===== src/rtl/frame_buffer_read_arbiter.sv =====
// rtl/frame_buffer_read_arbiter.sv - frame-buffer RAM read-port arbiter (display priority, processing fill)
//
// Shares one registered-output RAM read port between the display scanout and
// the image-processing engine. Display has fixed priority. Every grant issues
// one RAM read on the following cycle. Read data returns to the owner exactly
// 3 cycles after the grant, in grant order.
//
// Optional feature: define ARB_STARVE_GUARD_EN to force a processing slot
// after STARVE_LIMIT consecutive denied processing-request cycles.
//
// Ports:
//   clk_i, rst_ni                       read-domain clock, sync active-low reset
//   disp_req_i/addr_i, disp_gnt_o       display request/address, combinational grant
//   disp_valid_o, disp_data_o           display read return (registered)
//   proc_req_i/addr_i, proc_gnt_o       processing request/address, combinational grant
//   proc_valid_o, proc_data_o           processing read return (registered)
//   ram_read_en_o, ram_read_address_o   RAM read command (registered)
//   ram_read_data_i                     RAM data, valid one cycle after read enable
//   oob_err_o                           sticky: out-of-range address was granted
module frame_buffer_read_arbiter #(
  parameter int WIDTH        = 12,
  parameter int DEPTH        = 76800,
  parameter int STARVE_LIMIT = 8
) (
  input  logic                     clk_i,
  input  logic                     rst_ni,
  input  logic                     disp_req_i,
  input  logic [$clog2(DEPTH)-1:0] disp_addr_i,
  output logic                     disp_gnt_o,
  output logic                     disp_valid_o,
  output logic [WIDTH-1:0]         disp_data_o,
  input  logic                     proc_req_i,
  input  logic [$clog2(DEPTH)-1:0] proc_addr_i,
  output logic                     proc_gnt_o,
  output logic                     proc_valid_o,
  output logic [WIDTH-1:0]         proc_data_o,
  output logic                     ram_read_en_o,
  output logic [$clog2(DEPTH)-1:0] ram_read_address_o,
  input  logic [WIDTH-1:0]         ram_read_data_i,
  output logic                     oob_err_o
);

  localparam int AW = $clog2(DEPTH);

  logic             force_proc;
  logic             any_gnt;
  logic [AW-1:0]    sel_addr;
  logic             sel_oob;
  logic [WIDTH-1:0] ret_data;

  logic             ram_en_d,     ram_en_q;
  logic [AW-1:0]    ram_addr_d,   ram_addr_q;
  // Tag pipeline: stage 1 lines up with the RAM command, stage 2 with RAM data.
  logic             t1_vld_d,     t1_vld_q;
  logic             t1_own_d,     t1_own_q;   // 1 = processing owns the read
  logic             t1_oob_d,     t1_oob_q;
  logic             t2_vld_d,     t2_vld_q;
  logic             t2_own_d,     t2_own_q;
  logic             t2_oob_d,     t2_oob_q;
  logic             disp_valid_d, disp_valid_q;
  logic [WIDTH-1:0] disp_data_d,  disp_data_q;
  logic             proc_valid_d, proc_valid_q;
  logic [WIDTH-1:0] proc_data_d,  proc_data_q;
  logic             oob_d,        oob_q;

`ifdef ARB_STARVE_GUARD_EN
  localparam int SW = $clog2(STARVE_LIMIT + 1);
  logic [SW-1:0] starve_d, starve_q;
`endif

  always_comb begin
    force_proc = 1'b0;
`ifdef ARB_STARVE_GUARD_EN
    force_proc = proc_req_i && (starve_q == SW'(STARVE_LIMIT));
`endif

    // Grants are gated by reset so nothing is accepted while the pipeline is held clear.
    disp_gnt_o = rst_ni && disp_req_i && !force_proc;
    proc_gnt_o = rst_ni && proc_req_i && !disp_gnt_o;
    any_gnt    = disp_gnt_o || proc_gnt_o;

    sel_addr = proc_gnt_o ? proc_addr_i : disp_addr_i;
    // Compare at 32 bits so a power-of-two DEPTH cannot truncate to zero.
    sel_oob  = (32'(sel_addr) >= 32'(DEPTH));

    // An out-of-range grant still occupies a tag slot but never touches the RAM.
    ram_en_d   = any_gnt && !sel_oob;
    ram_addr_d = ram_en_d ? sel_addr : ram_addr_q;

    t1_vld_d = any_gnt;
    t1_own_d = proc_gnt_o;
    t1_oob_d = sel_oob;
    t2_vld_d = t1_vld_q;
    t2_own_d = t1_own_q;
    t2_oob_d = t1_oob_q;

    ret_data     = t2_oob_q ? '0 : ram_read_data_i;
    disp_valid_d = t2_vld_q && !t2_own_q;
    proc_valid_d = t2_vld_q &&  t2_own_q;
    disp_data_d  = disp_valid_d ? ret_data : disp_data_q;
    proc_data_d  = proc_valid_d ? ret_data : proc_data_q;

    oob_d = oob_q || (any_gnt && sel_oob);

`ifdef ARB_STARVE_GUARD_EN
    if (!proc_req_i || proc_gnt_o) begin
      starve_d = '0;
    end else if (starve_q == SW'(STARVE_LIMIT)) begin
      starve_d = starve_q;
    end else begin
      starve_d = starve_q + 1'b1;
    end
`endif
  end

  always_ff @(posedge clk_i) begin
    if (!rst_ni) begin
      ram_en_q     <= 1'b0;
      ram_addr_q   <= '0;
      t1_vld_q     <= 1'b0;
      t1_own_q     <= 1'b0;
      t1_oob_q     <= 1'b0;
      t2_vld_q     <= 1'b0;
      t2_own_q     <= 1'b0;
      t2_oob_q     <= 1'b0;
      disp_valid_q <= 1'b0;
      disp_data_q  <= '0;
      proc_valid_q <= 1'b0;
      proc_data_q  <= '0;
      oob_q        <= 1'b0;
`ifdef ARB_STARVE_GUARD_EN
      starve_q     <= '0;
`endif
    end else begin
      ram_en_q     <= ram_en_d;
      ram_addr_q   <= ram_addr_d;
      t1_vld_q     <= t1_vld_d;
      t1_own_q     <= t1_own_d;
      t1_oob_q     <= t1_oob_d;
      t2_vld_q     <= t2_vld_d;
      t2_own_q     <= t2_own_d;
      t2_oob_q     <= t2_oob_d;
      disp_valid_q <= disp_valid_d;
      disp_data_q  <= disp_data_d;
      proc_valid_q <= proc_valid_d;
      proc_data_q  <= proc_data_d;
      oob_q        <= oob_d;
`ifdef ARB_STARVE_GUARD_EN
      starve_q     <= starve_d;
`endif
    end
  end

  assign ram_read_en_o      = ram_en_q;
  assign ram_read_address_o = ram_addr_q;
  assign disp_valid_o       = disp_valid_q;
  assign disp_data_o        = disp_data_q;
  assign proc_valid_o       = proc_valid_q;
  assign proc_data_o        = proc_data_q;
  assign oob_err_o          = oob_q;

endmodule


===== config.mk =====
export PLATFORM = sky130hd
export DESIGN_NAME = frame_buffer_read_arbiter
export DESIGN_NICKNAME = d
export VERILOG_FILES = /design/src/rtl/frame_buffer_read_arbiter.sv
export SDC_FILE = /design/constraint.sdc
export NUM_CORES = 1
export LEC_CHECK = 0
export CORE_ASPECT_RATIO = 1.2
export CORE_MARGIN = 2
export CORE_UTILIZATION = 40
export CTS_CLUSTER_SIZE = 8
export DETAILED_ROUTE_END_ITERATION = 8
export GPL_TIMING_DRIVEN = 0
export MAX_ROUTING_LAYER = met4
export PLACE_DENSITY = 0.84
export SLEW_MARGIN = 10
export SYNTH_ARGS = -nofsm -noshare
export SYNTH_HDL_FRONTEND = slang
export SYNTH_SLANG_ARGS = --single-unit

===== constraint.sdc =====
create_clock -name clk_i -period 1.9 [get_ports clk_i]
set_clock_uncertainty 0.15 [all_clocks]
set_input_delay 0.57 -clock clk_i [delete_from_list [all_inputs] [get_ports clk_i]]
set_output_delay 0.57 -clock clk_i [all_outputs]
set_load 0.005 [all_outputs]

# --- Word-level counts from Yosys, hierarchy flattened ---
# Index checks and enable logic that the tools add are counted.
# W data, S select, Z words.
totals:
  elab_cells: 28
  reg_bits: 51
  input_bits: 50
  output_inout_bits: 47
op_classes:
  n_reduce_logical: 12
  order_cmp: 1
  muxes: 2
ops:
  columns: ["operator", "n"]
  rows:
  - ["$ge A17 B17 Y1 const B", 1]
  - ["$mux W17", 1]
  - ["$mux W12", 1]
  - ["$logic_and A1 B1 Y1", 7]
  - ["$logic_not A1 Y1", 3]
  - ["$logic_or A1 B1 Y1", 2]

# --- Depth between registers and ports, before layout ---
# Gate-level depths: netlist of the first run.
depth:
  ltp_word: 7
  mapped_depth: 7
  depth_no_buf: 6

# --- Worst setup path before layout of the first run ---
# OpenSTA, ideal clock, no wires.
synth_timing:
  kind: "input to output"
  start: "input disp_req_i"
  end: "output proc_gnt_o"
  path_stages: 4
  arrival_ns: 1.104
  t_required_ns: 1.180
  path_buffers: 2
  slack_ns: 0.076
  cell_sequence: "nand3b_1 -> inv_2 -> buf_4 -> buf_4"
synth_via:
  elab_chain_cells: 3
synth_rtl:
  columns: ["item", "line", "rtl"]
  rows:
  - ["start: declaration", "27", "input logic disp_req_i,"]
  - ["$logic_and A1 B1 Y1", "78", "disp_gnt_o = rst_ni && disp_req_i && !force_proc;"]
  - ["$logic_not A1 Y1", "79", "proc_gnt_o = rst_ni && proc_req_i && !disp_gnt_o;"]
  - ["$logic_and A1 B1 Y1", "79", null]
  - ["end: declaration", "34", "output logic proc_gnt_o,"]
# No other way between the ends.

# --- Final worst setup path of the first run ---
# Same ends and word-level chain as after synthesis.

==> flow_summary.ini, run 1 <==
[timing]
min_period_ps = 1940
finalWorstSetupSlack_ps = -44.4
post-route-period-util = 1.02
worst_slew_margin_rel = 0.656
tightest_slew_ps = 510
hold_slack_ps = 293
rsz0062_at_grt = yes
maxSlewViolCount = 0
hold_viol_final = 0
setup_violations = 1
fmax_ghz = 0.514

[synthesis]
synth_nets = 316
yosys.area.top_type = dfxtp_1
ys_seq_elements = 51
synth.distinct_cells = 30
synthArstFlopShare = 0
synth_seq_area_share = 0.467
synth_edf_count = 0
syn_inst = 266
ys.flop_type = dfxtp_1
ys_warn_count = 0
synth.area.top_cells = dfxtp_1 47%, nand2_1 11%, mux2i_1 7.3%
netlist.area_leader.share = 0.467
synth_area_per_cell_um2 = 8.22
synth_area_um2 = 2190

[global_routing]
grt_pass1_wl_um = 10100
grt.total_usage = 0.214
grt-ovfl-total = 0
grt_max_degree = 15
busiest_layer = met2
grt_util_met3 = 0.0629
grt_pass1_vias = 2256
grt_use_met2 = 0.358
antenna_found_initial = 0
use_met1 = 0.228

[placed_design]
place_hpwl_um = 4400
place_inst = 424
gp_congestion = 0.848
port_buffers = 96

[clock_tree]
cts_tree = built
cts_buffers = 5
h-tree-depth = 2
insertion_delay_ps = 300
path_clk_slew_ps = 90
hold_buffers = 0
clock-sinks = 51
clock_path_buffers = 2
cts_root_buffer = clkbuf_8

[final_layout]
finalNonFillerCells = 444
nets = 432
utilization = 0.671
final_common_cell = nand2_1
fillers = 435
drive_gt1_frac = 0.147
syn_to_final_growth_pct = 62.7
largest_reg_flops = 17
mostFrequentLayoutCells = 65 x nand2_1, 57 x clkdlybuf4s50_1, 35 x dfxtp_1, 32 x nor2_1, 25 x a21oi_1
antennaDiodeCount = 0

[die]
die_h_um = 85.0
initial_core_util = 0.413
rows = 29
core_um2 = 5300
pin_count = 97
die_x_um = 71.5
die_area_um2 = 6070

[power]
p_leak_nw = 1.78
power_density_nw_per_um2 = 615
peakVddDrop_uv = 304

[detailed_routing]
drt_iter0_markers = 80
drtPass1Iterations = 4
vias = 2238
wire_per_inst_um = 13.9
final_antenna_net_count = 0
routed_wirelength_um = 6190
drc_errors = 0
via_per_inst = 5.04

[setup_path]
worst-setup-path-type = in -> out
cp.arrival_ps = 1220
timing.critical_path.buf_inv = 5
crit_path_end_kind = output port
slowest_delay_ps = 170
cp_max_fo = 4
critPathSlowestCell = nand3b_1
critical_path_required_ps = 1180
cp_cell_sequence = buf_8 -> nand3b_1 -> inv_2 -> buf_6 -> buf_8 -> buf_6
start_kind = input port
critical-path-top-delay-family = buffers and inverters

[job]
maxCapViolCount = 0

[run_status]
status = finished, violations left
violations = setup timing

[hold_path]
min_path_type = reg -> reg
## synth_stat cells (2+ instances only)
master	instances
clkbuf_1	8
a21o_1	2
mux2i_1	16
a2111oi_2	2
nand2_1	65
buf_4	4
buf_1	2
a21oi_1	25
o21a_1	2
nor2b_1	13
dfxtp_1	51
nor2_1	32
and2_1	5
or3_1	15
nand2b_1	3
inv_1	7
## routing by layer
| layer | part of all wire | up-vias |
|---|---|---|
| li1 | - | 1102 |
| met1 | 0.38 | 1011 |
| met2 | 0.51 | 111 |
| met3 | 0.082 | 14 |
| met4 | 0.024 | 0 |
| met5 | 0 | - |
## layout make-up
class	count	area, um2	area share
buffer	15	104	0.0292
multi-input combinational	191	1090	0.306
timing repair buffer	110	1130	0.318
tap	62	77.6	0.0218
inverter	8	30.0	0.00844
clock inverter	1	5.00	0.00141
sequential	51	1040	0.293
clock buffer	6	82.6	0.0232
## cell families after synthesis
| kind of cell | synth area share |
|---|---|
| and+or+nand+nor | 0.276 |
| DFF | 0.467 |
| AOI/OAI and AO/OA | 0.132 |
| buffers and inverters | 0.0521 |
| muxes | 0.0733 |
## path summary, 6_finish.rpt
path	startpoint	endpoint	cells after the start	slack [ps]
setup / recovery	disp_req_i	proc_gnt_o	6	-40
hold / removal	t1_own_q	t2_own_q	1	290
setup reg to reg	t2_vld_q	disp_data_o[3]	4	500
hold reg to reg	t1_own_q	t2_own_q	1	290
## repair_timing
action | in CTS | in global routing
cloned | 0 | 1
resized for setup | 45 | 43
pin swaps | 9 | 5
endpoints found under the hold margin | 0 | 0
setup endpoints to repair | 50 | 50
buffers inserted | 10 | 5
## power by group
part           internal (W)  switching [W]  total, W
sequential          0.00112      0.0000198   0.00114
clock              0.000287       0.000342  0.000629
combinational      0.000248       0.000177  0.000425
## stage by stage
step / setup TNS (ps) / setup slack, ps / power, W / instance area [um2]
2_1_floorplan: 0 / 76.0 / 0.00132 / 2190
3_3_place_gp: -28780 / -1060 / 0.00154 / 3220
3_5_place_dp: -29900 / -1080 / 0.00155 / 3220
4_1_cts: -27.4 / -27.4 / 0.00218 / 3410
5_1_grt: -109 / -86.9 / 0.00229 / 3560
6_report: -44.4 / -44.4 / 0.00219 / 3560
No activity file was read; power rests on OpenSTA's default activity.
==> run 2, diff against run 1 <==
- clock period: 1.9 -> 2.1 ns (I/O delays scaled with it)
==> flow_summary.ini, run 2 (synthesis results as in run 1) <==
[run_status]
status = finished, final reports clean

[die]
pin_count = 97
rows = 29
die_area_um2 = 6070
core_um2 = 5300
die_h_um = 85.0
initial_core_util = 0.413
die_x_um = 71.5

[global_routing]
use_met1 = 0.228
grt_pass1_vias = 2232
antenna_found_initial = 0
grt_pass1_wl_um = 9940
busiest_layer = met2
grt-ovfl-total = 0
grt_use_met2 = 0.358
grt.total_usage = 0.212
grt_util_met3 = 0.0558
grt_max_degree = 15

[timing]
hold_slack_ps = 292
worst_slew_margin_rel = 0.661
min_period_ps = 2070
maxSlewViolCount = 0
setup_violations = 0
post-route-period-util = 0.985
fmax_ghz = 0.483
hold_viol_final = 0
tightest_slew_ps = 502

[setup_path]
cp_cell_sequence = buf_2 -> nand3b_1 -> inv_2 -> buf_8 -> buf_6
start_kind = input port
critical-path-top-delay-family = buffers and inverters
rrSetupSlack_ps = 710
cp.arrival_ps = 1290
worst-setup-path-type = in -> out
critical_path_required_ps = 1320
ff2ff_path_depth = 4
crit_path_end_kind = output port
timing.critical_path.buf_inv = 4
r2r-start = t2_vld_q
r2r_end = disp_data_o[3]
critPathSlowestCell = nand3b_1
crit_end = proc_gnt_o
cp_max_fo = 5
setup.worst_path.start = disp_req_i
critical_path_cell_count = 5
slowest_delay_ps = 200

[detailed_routing]
drtPass1Iterations = 4
wire_per_inst_um = 13.7
routed_wirelength_um = 6060
vias = 2208
drc_errors = 0
via_per_inst = 5.01
final_antenna_net_count = 0
drt_iter0_markers = 76

[hold_path]
min_path_type = reg -> reg

[clock_tree]
clock-sinks = 51
cts_root_buffer = clkbuf_8
clock_path_buffers = 2
h-tree-depth = 2
insertion_delay_ps = 300
cts_buffers = 5
cts_tree = built
path_clk_slew_ps = 90
hold_buffers = 0

[final_layout]
utilization = 0.651
finalNonFillerCells = 441
largest_reg_flops = 17
syn_to_final_growth_pct = 57.8
drive_gt1_frac = 0.0950
nets = 429
antennaDiodeCount = 0
mostFrequentLayoutCells = 82 x clkdlybuf4s50_1, 65 x nand2_1, 51 x dfxtp_1, 32 x nor2_1, 25 x a21oi_1
final_common_cell = clkdlybuf4s50_1
final_area_um2 = 3450

[placed_design]
place_area_um2 = 3220
place_hpwl_um = 4400
gp_congestion = 0.848
port_buffers = 96
place_inst = 424

[power]
p_leak_nw = 1.45
peakVddDrop_uv = 279
power_density_nw_per_um2 = 573

[job]
maxCapViolCount = 0
[run 2: cell types whose count changed in the layout (fill, tap and decap cells not counted), sizes merged]
| cell | delta |
|---|---|
| clkdlybuf4s50 | +25 |
| dlymetal6s2s | -13 |
| clkdlybuf4s15 | -1 |
| clkbuf | +1 |
| buf | -4 |
| dlygate4sd2 | -11 |
[run 2: worst min path at each step]
stage               cells past startpoint  startpoint        to  slack, ps
finish                                  1    t1_own_q  t2_own_q        290
global route                            1    t1_own_q  t2_own_q        310
CTS                                     1    t1_vld_q  t2_vld_q        290
detailed placement                      1    t1_vld_q  t2_vld_q        270
global placement                        1    t1_own_q  t2_own_q        270
floorplan                               1    t1_oob_q  t2_oob_q        260
[run 2: area by class of cell]
type	instances	area (um2)
Multi-Input combinational cell	191	1060
Timing Repair Buffer	108	1080
Fill cell	448	1850
Inverter	8	30.0
Sequential cell	51	1020
Clock buffer	6	82.6
Buffer	14	91.3
Tap cell	62	77.6
Clock inverter	1	5.00
[run 2: power by group]
| part | total, W | switching, W | internal, W |
|---|---|---|---|
| clock network | 0.000569 | 0.000310 | 0.000259 |
| logic | 0.000381 | 0.000155 | 0.000226 |
| registers | 0.00103 | 0.0000186 | 0.00101 |
| total | 0.00198 | 0.000483 | 0.00149 |
[run 2: metal layers]
layer,vias to the layer above,wire length [um]
li1,1095,-
met5,-,0
met4,0,150
met2,112,3100
met3,14,494
met1,987,2320
[run 2: timing repair]
action,CTS,global route
gates cloned,0,1
buffers inserted,10,2
pin swaps,3,7
endpoints found under the setup margin,36,18
resized for setup,28,10
[run 2: per-stage QoR]
stage               setup TNS [ps]  setup WS, ps  total power [W]
floorplan                        0           156          0.00119
global placement            -22120          -984          0.00139
detailed placement          -23220         -1000          0.00140
CTS                              0          10.1          0.00198
global route                -0.222        -0.222          0.00207
finish                           0          31.0          0.00198
[run 2: worst reg2reg max path: stages (launching register included)]
cell	delay (ps)
dfxtp_1	360
nor2b_1	200
clkbuf_1	370
nand2_1	110
a21oi_1	140
==> run 3, diff against run 2 <==
- CORE_UTILIZATION: 40 -> 42
- PLACE_DENSITY: 0.84 -> 0.87
==> flow_summary.ini, run 3 (synthesis results as in run 1) <==
[run_status]
status = finished, violations left
violations = setup timing

[final_layout]
ff_latch_area_um2 = 1020
largest_reg_flops = 17
nets = 430
multi_input_area_um2 = 1070
final_common_cell = clkdlybuf4s50_1
syn_to_final_growth_pct = 61.1
antennaDiodeCount = 0
mostFrequentLayoutCells = 85 x clkdlybuf4s50_1, 65 x nand2_1, 51 x dfxtp_1, 32 x nor2_1, 25 x a21oi_1
utilization = 0.708
fillers = 369
finalNonFillerCells = 441
drive_gt1_frac = 0.0919

[die]
pin_count = 97
rows = 28
die_area_um2 = 5800
initial_core_util = 0.439
die_h_um = 83.0
core_um2 = 4970
die_x_um = 69.9

[detailed_routing]
wire_per_inst_um = 14.1
drc_errors = 0
drtPass1Iterations = 4
final_antenna_net_count = 0
via_per_inst = 5.08
drt_iter0_markers = 105
vias = 2241
routed_wirelength_um = 6230

[global_routing]
grt_pass1_vias = 2121
grt.total_usage = 0.213
grt_max_degree = 16
grt_pass1_wl_um = 9830
grt-ovfl-total = 0
antenna_found_initial = 0

[timing]
fmax_ghz = 0.476
maxSlewViolCount = 0
tightest_slew_ps = 502
worst_slew_margin_rel = 0.661
finalSetupTns_ps = -2.97
setup_violations = 1
hold_slack_ps = 288
min_period_ps = 2100
post-route-period-util = 1.00
hold_viol_final = 0
finalWorstSetupSlack_ps = -2.97

[power]
p_leak_nw = 1.46
peakVddDrop_uv = 425
finalPower_w = 0.00221
power_density_nw_per_um2 = 627

[clock_tree]
clock-sinks = 51
cts_buffers = 5
clock_path_buffers = 2
h-tree-depth = 2
path_clk_slew_ps = 90
insertion_delay_ps = 290
cts_root_buffer = clkbuf_8
hold_buffers = 0
cts_tree = built

[setup_path]
start_kind = input port
cp_max_fo = 5
worst-setup-path-type = in -> reg
crit_path_end_kind = register
critical_path_required_ps = 2170
cp.arrival_ps = 2180

[hold_path]
min_path_type = reg -> reg

[job]
maxCapViolCount = 0

[placed_design]
place_hpwl_um = 4560
gp_congestion = 0.876
place_inst = 422
port_buffers = 96
run 3: final cells by class:
class / count / share of cell area
timing repair buffer: 107 / 0.308
multi-input combinational: 191 / 0.305
sequential: 51 / 0.290
buffer: 16 / 0.0298
tap: 60 / 0.0213
clock buffer: 6 / 0.0206
clock inverter: 2 / 0.0171
inverter: 8 / 0.00853
run 3: final timing paths:
kind	to	slack [ps]	cells past startpoint	from
hold reg to reg	t2_own_q	290	1	t1_own_q
hold / removal	t2_own_q	290	1	t1_own_q
setup / recovery	ram_read_address_o[15]	-3	6	proc_addr_i[14]
setup reg to reg	disp_data_o[4]	650	4	t2_own_q
run 3: power by group:
part / switching, W / internal [W] / total [W]
Sequential: 0.0000198 / 0.00101 / 0.00103
Clock: 0.000316 / 0.000476 / 0.000792
Combinational: 0.000159 / 0.000230 / 0.000390
run 3: per-layer routing:
metal | share of wire | vias up | global-route usage
li1 | - | 1101 | -
met1 | 0.39 | 1007 | 0.236
met2 | 0.52 | 121 | 0.386
met3 | 0.072 | 12 | 0.0413
met4 | 0.012 | 0 | 0.0612
met5 | 0 | - | -
run 3: worst max-delay path: stages:
cell and delay [ps]:
clkdlybuf4s50_1 570, o21a_1 230, a311oi_4 70, o21ai_4 270
clkbuf_16 210, mux2i_1 200
run 3: repair_timing:
action                                  CTS  global route
pin swaps                                 2             6
gates resized for setup                  23            15
endpoints found under the setup margin   37            17
setup buffers                             9             2
gates cloned                              0             1
run 3: stage by stage:
| stage | worst slack, ps | instance area, um2 |
|---|---|---|
| floorplan | 156 | 2190 |
| global placement | -976 | 3220 |
| detailed placement | -985 | 3220 |
| CTS | 33.7 | 3420 |
| global route | -40.8 | 3520 |
| finish | -2.97 | 3520 |
